File: src/rtl/shift_till_one_seq_if.sv
// Operand/result bundle for the shift-till-one normaliser.
// start is a single-cycle request: it is taken only when busy is low, and done pulses for one cycle once the result is ready.
interface shift_till_one_seq_if #(
    parameter int W  = 8,
    parameter int CW = $clog2(W + 1)
);
    logic          start;
    logic          dir;
    logic [W-1:0]  dat;
    logic          busy;
    logic          done;
    logic [CW-1:0] cnt;
    logic [W-1:0]  shifted;
    logic          zero;

    modport master (
        output start, dir, dat,
        input  busy, done, cnt, shifted, zero
    );

    modport slave (
        input  start, dir, dat,
        output busy, done, cnt, shifted, zero
    );
endinterface

File: src/rtl/shift_till_one_seq.sv
// Shift-till-one normaliser: counts trailing (dir=0) or leading (dir=1) zeros one shift per cycle.
// o_state exposes the FSM state for debug and checkers.
module shift_till_one_seq #(
    parameter int W  = 8,
    parameter int CW = $clog2(W + 1)
) (
    input  logic                 clk,
    input  logic                 rst_n,
    shift_till_one_seq_if.slave  bus,
    output logic [1:0]           o_state
);
    typedef enum logic [1:0] {
        IDLE  = 2'd0,
        SHIFT = 2'd1,
        DONE  = 2'd2
    } state_t;

    state_t        r_state;
    state_t        w_state_nxt;
    logic [W-1:0]  r_shifted;
    logic [CW-1:0] r_cnt;
    logic          r_zero;
    logic          r_dir;

    logic          w_test_bit;
    logic          w_cnt_full;
    logic          w_stop;
    logic          w_load;
    logic          w_step;
    logic [W-1:0]  w_shift_val;

    assign w_test_bit  = r_dir ? r_shifted[W-1] : r_shifted[0];
    assign w_cnt_full  = (r_cnt == CW'(W));
    assign w_stop      = w_test_bit | w_cnt_full;
    assign w_shift_val = r_dir ? {r_shifted[W-2:0], 1'b0} : {1'b0, r_shifted[W-1:1]};

    always_ff @(posedge clk or negedge rst_n) begin
        if (!rst_n) begin
            r_state <= IDLE;
        end else begin
            r_state <= w_state_nxt;
        end
    end

    always_comb begin
        w_state_nxt = r_state;
        w_load      = 1'b0;
        w_step      = 1'b0;
        case (r_state)
            IDLE: begin
                if (bus.start) begin
                    w_load      = 1'b1;
                    w_state_nxt = SHIFT;
                end
            end
            SHIFT: begin
                if (w_stop) begin
                    w_state_nxt = DONE;
                end else begin
                    w_step = 1'b1;
                end
            end
            DONE: begin
                w_state_nxt = IDLE;
            end
            default: begin
                w_state_nxt = IDLE;
            end
        endcase
    end

    // The count saturation test (w_cnt_full) guarantees cnt stops at W for an all-zero operand.
    always_ff @(posedge clk or negedge rst_n) begin
        if (!rst_n) begin
            r_shifted <= '0;
            r_cnt     <= '0;
            r_zero    <= 1'b0;
            r_dir     <= 1'b0;
        end else if (w_load) begin
            r_shifted <= bus.dat;
            r_dir     <= bus.dir;
            r_cnt     <= '0;
            r_zero    <= 1'b0;
        end else if (w_step) begin
            r_shifted <= w_shift_val;
            r_cnt     <= r_cnt + 1'b1;
        end else if (r_state == SHIFT) begin
            r_zero <= w_cnt_full;
        end
    end

    assign bus.busy    = (r_state != IDLE);
    assign bus.done    = (r_state == DONE);
    assign bus.cnt     = r_cnt;
    assign bus.shifted = r_shifted;
    assign bus.zero    = r_zero;
    assign o_state     = r_state;
endmodule

File: src/flat_wrapper.sv
// flat-port wrapper written by rule: the top's interface ports become plain ports
module shift_till_one_seq_flat 
#(
    parameter int W  = 8,
    parameter int CW = $clog2(W + 1)
)
  (clk, rst_n, o_state, bus_start, bus_dir, bus_dat, bus_busy, bus_done, bus_cnt, bus_shifted, bus_zero);
  shift_till_one_seq_if #(.W(W), .CW(CW)) bus_i ();
  input  logic clk;
  input  logic rst_n;
  output logic [1:0] o_state;
  input wire logic [$bits(bus_i.start)-1:0] bus_start;
  input wire logic [$bits(bus_i.dir)-1:0] bus_dir;
  input wire logic [$bits(bus_i.dat)-1:0] bus_dat;
  output wire logic [$bits(bus_i.busy)-1:0] bus_busy;
  output wire logic [$bits(bus_i.done)-1:0] bus_done;
  output wire logic [$bits(bus_i.cnt)-1:0] bus_cnt;
  output wire logic [$bits(bus_i.shifted)-1:0] bus_shifted;
  output wire logic [$bits(bus_i.zero)-1:0] bus_zero;
  assign bus_i.start = bus_start;
  assign bus_i.dir = bus_dir;
  assign bus_i.dat = bus_dat;
  assign bus_busy = bus_i.busy;
  assign bus_done = bus_i.done;
  assign bus_cnt = bus_i.cnt;
  assign bus_shifted = bus_i.shifted;
  assign bus_zero = bus_i.zero;
  shift_till_one_seq #(.W(W), .CW(CW)) u_core (.clk(clk), .rst_n(rst_n), .bus(bus_i), .o_state(o_state));
endmodule
File: config.mk
export PLATFORM = sky130hd
export DESIGN_NAME = shift_till_one_seq_flat
export DESIGN_NICKNAME = d
export VERILOG_FILES = /design/src/rtl/shift_till_one_seq_if.sv /design/src/rtl/shift_till_one_seq.sv /design/src/flat_wrapper.sv
export SDC_FILE = /design/constraint.sdc
export NUM_CORES = 1
export LEC_CHECK = 0
export CORE_MARGIN = 2
export CORE_UTILIZATION = 36
export CTS_BUF_LIST = sky130_fd_sc_hd__clkbuf_4 sky130_fd_sc_hd__clkbuf_8 sky130_fd_sc_hd__clkbuf_16
export DETAILED_ROUTE_END_ITERATION = 8
export HOLD_SLACK_MARGIN = 0.08
export PLACE_DENSITY = 0.66
export SLEW_MARGIN = 20
export SYNTH_ARGS = -nofsm -noshare
export SYNTH_HDL_FRONTEND = slang
export SYNTH_SLANG_ARGS = --single-unit
File: constraint.sdc
create_clock -name clk -period 4.25 [get_ports clk]
set_clock_uncertainty 0.05 [all_clocks]
set_input_delay 1.0625 -clock clk [delete_from_list [all_inputs] [get_ports clk]]
set_output_delay 1.0625 -clock clk [all_outputs]
set_load 0.01 [all_outputs]
==> results of run 1 <==
[flip-flops by register name, summed over array words and instances, names as in the netlist]
name / cells
u_core.bus.cnt: 4
u_core.bus.shifted: 8
u_core.bus.zero: 1
u_core.o_state: 2
u_core.r_dir: 1
[per-layer routing]
metal  up-vias  share of wire [%]  track usage (%)
li1        389                  -                -
met3         2                4.6             3.11
met5         -                  0                0
met2        20                 49             26.7
met1       381                 46             23.0
met4         0               0.69             6.84
[final cells by class]
class	instances	area [um2]
clock buffer	4	36.3
fill	226	1050
inverter	3	11.3
multi-input combinational	70	418
sequential	16	400
tap	28	35.0
timing repair buffer	28	280
[cells in the mapped netlist (all sizes together)]
library cell  number  area share [%]
o21ai              3             1.7
inv                3             1.3
dfrtp             16              46
o211ai             1            0.87
or4                1            0.87
a21boi             1            0.87
and3               1            0.73
clkbuf             2            0.87
nand2b             1            0.73
ha                 2             2.9
nand2             11             4.8
o31ai              1            0.87
nor3              12             7.0
nor2               8             3.5
nand3b             1            0.87
a211oi             6             5.2
a311oi             2             2.0
mux2i              2             3.8
nand4              1            0.73
nor2b              8             5.8
o311ai             1             1.0
a21oi              1            0.58
buf                4             3.0
and2               1            0.73
nand3              5             2.9
[worst reg2reg max path, stage by stage, from the launching register on]
cell and delay, ns:
dfrtp_1 0.74, mux2i_4 0.36, nand3_1 0.38, or4_1 0.62
nand2_1 0.08
[worst max path at each step]
stage / startpoint / to / slack (ns) / cells after the start
detailed placement: bus_start / u_core.bus.cnt[3] / 1.66 / 4
global route: u_core.o_state[0] / bus_busy / 1.58 / 3
CTS: u_core.o_state[0] / bus_busy / 1.70 / 3
global placement: bus_start / u_core.bus.cnt[3] / 1.68 / 4
finish: u_core.o_state[0] / bus_busy / 1.71 / 3
floorplan: bus_start / u_core.bus.cnt[3] / 2.40 / 3
[per-stage QoR]
step | std cells | worst slack, ns
after floorplan | 95 | 2.40
after global placement | 145 | 1.68
after detailed placement | 145 | 1.66
after CTS | 149 | 1.70
after global routing | 149 | 1.58
final | 149 | 1.71
[power groups by stage]
stage / logic (uW) / registers (uW) / clock network [uW]
2_1_floorplan: 272 / 304 / 0
3_3_place_gp: 442 / 310 / 0
3_5_place_dp: 449 / 312 / 0
4_1_cts: 451 / 309 / 105
5_1_grt: 498 / 328 / 112
6_report: 447 / 312 / 102
[cells by family after synthesis]
logic type	Yosys count	share of synthesized area [%]
compound gates	16	13.2
mux	2	3.77
simple gates	50	28.6
fa+ha+maj	2	2.90
flops	16	46.4
buf+inv	9	5.22
==> summary.txt, run 1 <==
STA
  – RSZ-0062 raised after global routing: no
  – Final Hold Viols: 0
  – Final Cycle Share: 59.7%
  – Minimum clock period: 2.54 ns
  – Final Max Slew Viols: 0
  – Fin Hold WS: 0.486 ns
  – Slew at the pin closest to its max-slew limit: 0.725 ns
  – Highest clock rate: 394 MHz
  – Finish-stage setup viols: 0
  – Setup tns final: 0 ns
  – Rel. slew slack: 51.5%

Layout
  – Most frequent cells in the layout: clkdlybuf4s50_1 (28), dfrtp_1 (16), nor3_1 (12), nand2_1 (11)
  – Fraction of layout cells with a size suffix above 1: 4.13%
  – Commonest non-fill, non-tap cell in the layout: clkdlybuf4s50_1
  – P&R area growth vs syn: 36.8%
  – Diodes inserted: 0
  – Nets: 136
  – Final Cell Area: 1180 um2
  – Layout Utilization: 52.9%

Power
  – Worst vdd ir: 0.364 mV
  – Clock Power Share: 11.9%
  – Pint: 500 uW
  – Sw Pwr: 361 uW
  – Power Total: 861 uW
  – Combinational share of power: 51.9%
  – Sequential power share: 36.2%
  – Pleak: 0.000484 uW
  – Sw Ratio: 41.9%
  – Power Density: 729 nW/um2

Worst setup path
  – R2r setup slk: 1.96 ns
  – Critical path's top delay family: buffers and inverters
  – Reg-to-Reg End: u_core.bus.cnt[3]
  – CP max stage cell: clkdlybuf4s50_1
  – Critical path cell sequence: nor2_1 -> inv_1 -> clkdlybuf4s50_1
  – Worst reg2reg path depth: 4
  – WP data arrival: 1.42 ns
  – Crit. End Element: output pin
  – Max FO, Critical Path: 5
  – Worst path required time: 3.14 ns
  – Startpoint types: flop
  – Peak per-stage delay on the critical path: 0.48 ns
  – CP bufs+invs: 2
  – R2R Path Start: u_core.r_dir
  – Crit Path Category: flop to output pin

Detailed routing
  – WL/cell: 13.6 um
  – DR pass1 iterations: 3
  – Final routed DRC violation total: 0
  – Routed via count: 792
  – Number of DRC markers in iteration 0: 11
  – Vias per cell: 5.32
  – Final ANT Viol Nets: 0
  – Routed wire length: 2030 um

Yosys
  – Net count after synthesis: 109
  – Synth Warn #: 0
  – Unique masters post-synth: 28
  – Mapped Cells: 95
  – Number of synthesized register bits: 16
  – Sequential share of the synthesized area: 46.4%
  – Syn Area/Cell: 9.09 um2
  – Post-synthesis instance area: 863 um2

CTS
  – Clock tree buffer depth: 2
  – Worst skew pair latency: 0.28 ns
  – Clock Pin Slew Worst Setup and Hold Paths: 0.10 ns
  – Num CTS Buffers: 3
  – CTS tree: yes
  – Clock sinks: 16
  – Root Buffer Master: clkbuf_4
  – H-tree lvl count: 1
  – Resized cells post-CTS: 0
  – Post-CTS Hold Fix Bufs: 0
  – Setup Fix Bufs, Post-CTS: 0

Placement
  – Port buffer count: 28
  – Post-DP HPWL: 1360 um
  – RD Place Congestion: 0.737
  – Cell Area, Placed: 1140 um2

Die
  – Rows: 17
  – Die H: 53.0 um
  – Die ar.: 2810 um2
  – I/O pins: 29
  – Core ar.: 2230 um2
  – Die X: 53.0 um
  – Initial core utilization: 38.7%

GRT
  – Initial antenna violation count: 0
  – Largest net degree at the start of global routing: 18
  – Global-route wire length before repair: 3510 um
  – Number of global-route vias before repair: 773
  – GR Util All Layers: 17.0%
  – Total grt overflow: 0

Status
  – Status: finished, final reports clean

Min path
  – Worst Min Path Start: u_core.bus.cnt[2]
  – WHS Path Cells: 1
  – HP Class: flop to flop
  – Hold path endpoint: u_core.bus.cnt[2]

Run
  – Max_cap viols: 0
No activity file was read; power rests on OpenSTA's default activity.
==> run 2, diff against run 1 <==
Settings changed: PLACE_DENSITY 0.66 to 0.68.
Clock period 4.25 ns to 2.04 ns, I/O delays scaled along.
==> run 2 against run 1 <==
  * Global-route usage increased by 0.26 points
  * Hold slack got worse by 0.0054 ns
  * Combinational power increased by 130%
  * Wire length decreased by 2.8%
  * Core utilization increased by 1.5 points
  * Critical path type unchanged
  * Largest power group unchanged
  * Highest routed layer unchanged
==> summary.txt, run 2 (synthesis results as in run 1) <==
Layout
  – P&R area growth vs syn: 40.7% (was 36.8%)
  – Fraction of layout cells with a size suffix above 1: 9.60% (was 4.13%)
  – Fill cells: 216 (was 226)
  – Nets: 141 (was 136)
  – Commonest non-fill, non-tap cell in the layout: clkdlybuf4s50_1 (unchanged)
  – Largest register FFs: 8 (unchanged)
  – Diodes inserted: 0 (unchanged)
  – Area of the multi-input gates: 425 um2 (was 418 um2)
  – Most frequent cells in the layout: clkdlybuf4s50_1 (28), dfrtp_1 (14), nor3_1 (12), nand2_1 (11), nor2b_1 (8) (was clkdlybuf4s50_1 (28), dfrtp_1 (16), nor3_1 (12), nand2_1 (11))
  – Sequential cell area: 403 um2 (was 400 um2)

Placement
  – Port buffer count: 28 (unchanged)
  – Post-DP HPWL: 1430 um (was 1360 um)
  – RD Place Congestion: 0.751 (was 0.737)

Detailed routing
  – Number of DRC markers in iteration 0: 15 (was 11)
  – WL/cell: 12.9 um (was 13.6 um)
  – Final ANT Viol Nets: 0 (unchanged)
  – DR pass1 iterations: 4 (was 3)
  – Vias per cell: 5.20 (was 5.32)
  – Final routed DRC violation total: 0 (unchanged)
  – Routed wire length: 1970 um (was 2030 um)
  – Routed via count: 795 (was 792)

GRT
  – Initial antenna violation count: 0 (unchanged)
  – Largest net degree at the start of global routing: 17 (was 18)
  – GR Util All Layers: 17.3% (was 17.0%)
  – Number of global-route vias before repair: 769 (was 773)
  – Total grt overflow: 0 (unchanged)
  – Global-route wire length before repair: 3530 um (was 3510 um)

Power
  – Power Total: 1820 uW (was 861 uW)
  – Worst vdd ir: 0.744 mV (was 0.364 mV)
  – Power Density: 1500 nW/um2 (was 729 nW/um2)
  – Pleak: 0.000499 uW (was 0.000484 uW)

Min path
  – HP Class: input pin to asynchronous set/reset pin (was flop to flop)

STA
  – Setup tns final: 0 ns (unchanged)
  – RSZ-0062 raised after global routing: no (unchanged)
  – Final Hold Viols: 0 (unchanged)
  – Slew at the pin closest to its max-slew limit: 0.367 ns (was 0.725 ns)
  – Rel. slew slack: 75.6% (was 51.5%)
  – Highest clock rate: 511 MHz
  – Final Max Slew Viols: 0 (unchanged)
  – Finish-stage setup viols: 0 (unchanged)
  – Final Cycle Share: 95.9%
  – Minimum clock period: 1.96 ns

Worst setup path
  – Reg-to-Reg End: u_core.bus.shifted[6] (was u_core.bus.cnt[3])
  – WP data arrival: 1.40 ns (was 1.42 ns)
  – Worst reg2reg path depth: 7 (was 4)
  – Max FO, Critical Path: 5 (unchanged)
  – Startpoint types: flop (unchanged)
  – Crit Path Category: flop to output pin (unchanged)
  – R2R Path Start: u_core.bus.cnt[0] (was u_core.r_dir)
  – CP endpoint: bus_done (was bus_busy)
  – Crit. Startpoint: u_core.o_state[0] (unchanged)
  – Crit. End Element: output pin (unchanged)
  – Worst path required time: 1.48 ns (was 3.14 ns)
  – R2r setup slk: 0.19 ns (was 1.96 ns)

CTS
  – Worst skew pair latency: 0.29 ns (was 0.28 ns)
  – Clock tree buffer depth: 2 (unchanged)
  – CTS tree: yes (unchanged)
  – H-tree lvl count: 1 (unchanged)
  – Root Buffer Master: clkbuf_4 (unchanged)
  – Clock Pin Slew Worst Setup and Hold Paths: 0.10 ns (about the same)
  – Setup Fix Bufs, Post-CTS: 0 (unchanged)
  – Num CTS Buffers: 3 (unchanged)
  – Clock sinks: 16 (unchanged)

Run
  – Max_cap viols: 0 (unchanged)

Die
  – Initial core utilization: 38.7% (unchanged)
  – Core ar.: 2230 um2 (unchanged)
  – Die X: 53.0 um (unchanged)
  – Die H: 53.0 um (unchanged)
  – Rows: 17 (unchanged)
  – I/O pins: 29 (unchanged)
  – Die ar.: 2810 um2 (unchanged)

Status
  – Status: finished, final reports clean (unchanged)
-- run 2: cell count changes in the layout (fill, tap and decap cells not counted) --
cell,previous run,this run
buf_4,0,5
clkbuf_8,1,0
dfrtp_1,16,14
dfrtp_2,0,2
nor2_1,8,7
nor2_4,0,1
-- run 2: layout make-up --
| type | instances | area share [%] |
|---|---|---|
| flip-flops and latches | 16 | 33.2 |
| clock buffers | 3 | 1.85 |
| well taps | 28 | 2.88 |
| multi-input cells | 70 | 35.0 |
| repair buffers | 33 | 26.2 |
| inverters | 3 | 0.927 |
-- run 2: critical path, cell delays in order, from the launching register on --
cell and delay (ns):
dfrtp_2 0.46, nor2b_1 0.11, clkdlybuf4s50_1 0.54
-- run 2: worst min-delay path by stage --
stage                                  endpoint  cells after the start
after floorplan               u_core.bus.cnt[0]                      0
after global placement          u_core.bus.zero                      2
after detailed placement      u_core.bus.cnt[2]                      1
after CTS                     u_core.bus.cnt[2]                      2
after global routing      u_core.bus.shifted[4]                      2
final                     u_core.bus.shifted[1]                      2
-- run 2: timing repair --
item	in CTS	in global routing
resized for setup	0	4
hold buffers	0	0
setup endpoints to repair	0	1
-- run 2: where the power goes --
| group | leakage [uW] | switching, uW | internal, uW | total, uW |
|---|---|---|---|---|
| registers | 0.000194 | 171 | 455 | 626 |
| logic | 0.000291 | 488 | 539 | 1030 |
| clock network | 0.0000138 | 102 | 68.6 | 170 |
| total | 0.000499 | 761 | 1060 | 1820 |
-- run 2: metal layers --
metal | GRT usage, % | wire (um) | up-vias
li1 | - | - | 397
met2 | 24.8 | 911 | 16
met1 | 24.7 | 982 | 380
met4 | 7.69 | 12 | 0
met3 | 3.67 | 68 | 2
met5 | 0 | 0 | -
-- run 2: through the flow --
| stage | setup slack (ns) | hold WS, ns | instance area [um2] | utilization, % | cells |
|---|---|---|---|---|---|
| floorplan | 0.485 | 0.164 | 863 | - | 95 |
| global placement | 0.257 | 0.456 | 1180 | 52.9 | 150 |
| detailed placement | 0.220 | 0.477 | 1180 | 52.9 | 150 |
| CTS | 0.0325 | 0.486 | 1200 | 53.9 | 153 |
| global route | 0.0140 | 0.490 | 1210 | 54.4 | 153 |
| finish | 0.0844 | 0.480 | 1210 | 54.4 | 153 |
==> run 3, diff against run 2 <==
Settings changed: GPL_TIMING_DRIVEN from default to 0.
==> run 3 against run 2 <==
  * First-iteration DRC count is 40% lower
  * Register-to-register slack improved by 0.17 ns
  * Fmax fell by 0.87%
  * Sequential share of layout area fell by 0.27 points
  * Power rose by 2.7%
  * Critical path depth unchanged
  * Die area is the same
  * Combinational power about the same
  * Clock-buffer cell count rose by 1
  * Non-clock buffer count up 1
  * Sequential power shrank 3%
  * Wire length up 7.3%
==> summary.txt, run 3 (synthesis results as in run 1) <==
Worst setup path
  – R2r setup slk: 0.36 ns (was 0.19 ns)
  – Reg-to-Reg End: u_core.bus.shifted[6] (unchanged)
  – Crit Path Category: flop to output pin (unchanged)
  – Crit. End Element: output pin (unchanged)
  – Worst reg2reg path depth: 7 (unchanged)
  – Startpoint types: flop (unchanged)
  – Worst path required time: 1.48 ns (about the same)
  – R2R Path Start: u_core.bus.cnt[0] (unchanged)
  – WP data arrival: 1.41 ns (was 1.40 ns)
  – Crit. Startpoint: u_core.o_state[1] (was u_core.o_state[0])
  – CP endpoint: bus_done (unchanged)
  – Max FO, Critical Path: 5 (unchanged)

GRT
  – Largest net degree at the start of global routing: 17 (unchanged)
  – Global-route wire length before repair: 3570 um (was 3530 um)
  – Number of global-route vias before repair: 768 (was 769)
  – Total grt overflow: 0 (unchanged)
  – Initial antenna violation count: 0 (unchanged)
  – GR Util All Layers: 18.0% (was 17.3%)

Layout
  – Most frequent cells in the layout: clkdlybuf4s50_1 (28), dfrtp_1 (16), nor3_1 (12), nand2_1 (11), nor2b_1 (8) (was clkdlybuf4s50_1 (28), dfrtp_1 (14), nor3_1 (12), nand2_1 (11), nor2b_1 (8))
  – Non-Filler Instances: 155 (was 153)
  – Commonest non-fill, non-tap cell in the layout: clkdlybuf4s50_1 (unchanged)
  – Diodes inserted: 0 (unchanged)
  – P&R area growth vs syn: 41.0% (was 40.7%)
  – Nets: 142 (was 141)
  – Largest register FFs: 8 (unchanged)
  – Fraction of layout cells with a size suffix above 1: 7.87% (was 9.60%)

Detailed routing
  – Routed wire length: 2120 um (was 1970 um)
  – Vias per cell: 5.29 (was 5.20)
  – Final ANT Viol Nets: 0 (unchanged)
  – WL/cell: 13.7 um (was 12.9 um)
  – Routed via count: 820 (was 795)
  – Final routed DRC violation total: 0 (unchanged)
  – DR pass1 iterations: 4 (unchanged)
  – Number of DRC markers in iteration 0: 9 (was 15)

CTS
  – Root Buffer Master: clkbuf_4 (unchanged)
  – Clock sinks: 16 (unchanged)
  – Worst skew pair latency: 0.30 ns (was 0.29 ns)
  – Clock Pin Slew Worst Setup and Hold Paths: 0.10 ns (about the same)
  – Clock tree buffer depth: 2 (unchanged)
  – Num CTS Buffers: 3 (unchanged)
  – Setup Fix Bufs, Post-CTS: 0 (unchanged)
  – H-tree lvl count: 1 (unchanged)
  – CTS tree: yes (unchanged)

STA
  – Fin Hold WS: 0.480 ns (about the same)
  – Slew at the pin closest to its max-slew limit: 0.746 ns (was 0.367 ns)
  – Final Cycle Share: 96.7% (was 95.9%)
  – Final Max Slew Viols: 0 (unchanged)
  – Setup tns final: 0 ns (unchanged)
  – Final Hold Viols: 0 (unchanged)
  – RSZ-0062 raised after global routing: no (unchanged)
  – Finish-stage setup viols: 0 (unchanged)
  – Highest clock rate: 507 MHz (was 511 MHz)
  – Rel. slew slack: 50.1% (was 75.6%)
  – Minimum clock period: 1.97 ns (was 1.96 ns)
  – Worst setup margin: 0.0672 ns (was 0.0844 ns)

Placement
  – Port buffer count: 28 (unchanged)
  – Worst slack at placement: 0.0694 ns (was 0.220 ns)
  – Dpl cells: 151 (was 150)
  – RD Place Congestion: 0.749 (was 0.751)

Power
  – Power Density: 1540 nW/um2 (was 1500 nW/um2)
  – Pleak: 0.000505 uW (was 0.000499 uW)
  – Worst vdd ir: 0.711 mV (was 0.744 mV)
  – Power Total: 1870 uW (was 1820 uW)

Die
  – Rows: 17 (unchanged)
  – Initial core utilization: 38.7% (unchanged)
  – Die ar.: 2810 um2 (unchanged)
  – I/O pins: 29 (unchanged)
  – Core ar.: 2230 um2 (unchanged)
  – Die X: 53.0 um (unchanged)
  – Die H: 53.0 um (unchanged)

Min path
  – HP Class: flop to flop (was input pin to asynchronous set/reset pin)

Run
  – Max_cap viols: 0 (unchanged)

Status
  – Status: finished, final reports clean (unchanged)
[run 3: changes by cell type in the layout (fill, tap and decap cells not counted)]
cell      previous run  this run
buf_4                5         0
buf_2                0         3
clkbuf_1             0         2
dfrtp_1             14        16
dfrtp_2              2         0
buf_6                0         1
clkbuf_8             0         1
nor2_2               0         1
nor2_4               1         0
[run 3: per-layer routing]
metal	vias up	track usage [%]	part of all wire, %
li1	400	-	-
met1	398	25.5	48
met2	18	26.5	48
met3	4	3.67	3.4
met4	0	7.69	1.3
met5	-	0	0
[run 3: power by group]
part	switching [uW]	total [uW]	internal, uW
registers	157	608	450
clock network	110	219	109
logic	512	1040	532
[run 3: stage by stage]
stage          util, %  instance area [um2]
3_3_place_gp      52.8                 1180
4_1_cts           54.4                 1210
5_1_grt           54.5                 1220
3_5_place_dp      52.8                 1180
2_1_floorplan        -                  863
6_report          54.5                 1220
[run 3: cell type report]
type	instances	area, um2
multi-input cells	70	420
fillers	215	1020
plain buffers	6	33.8
well taps	28	35.0
clock buffers	4	36.3
flip-flops and latches	16	400
inverters	3	11.3
repair buffers	28	280
[run 3: worst max-delay path, stage by stage (launching register included)]
cell and delay (ns):
dfrtp_1 0.43, nor2b_1 0.15, clkdlybuf4s50_1 0.54
[run 3: repair_timing]
action,CTS,global route
gates resized for setup,0,1
hold buffers,0,0
setup endpoints to repair,0,1
[run 3: how the worst min path moves through the flow]
stage,start,endpoint,slack [ns],depth (start not counted)
after global placement,u_core.bus.zero,u_core.bus.zero,0.46,2
after CTS,u_core.bus.cnt[2],u_core.bus.cnt[2],0.48,1
after global routing,u_core.bus.cnt[2],u_core.bus.cnt[2],0.52,1
after floorplan,rst_n,u_core.bus.cnt[0],0.16,0
final,u_core.bus.cnt[2],u_core.bus.cnt[2],0.48,1
after detailed placement,u_core.bus.cnt[2],u_core.bus.cnt[2],0.47,1
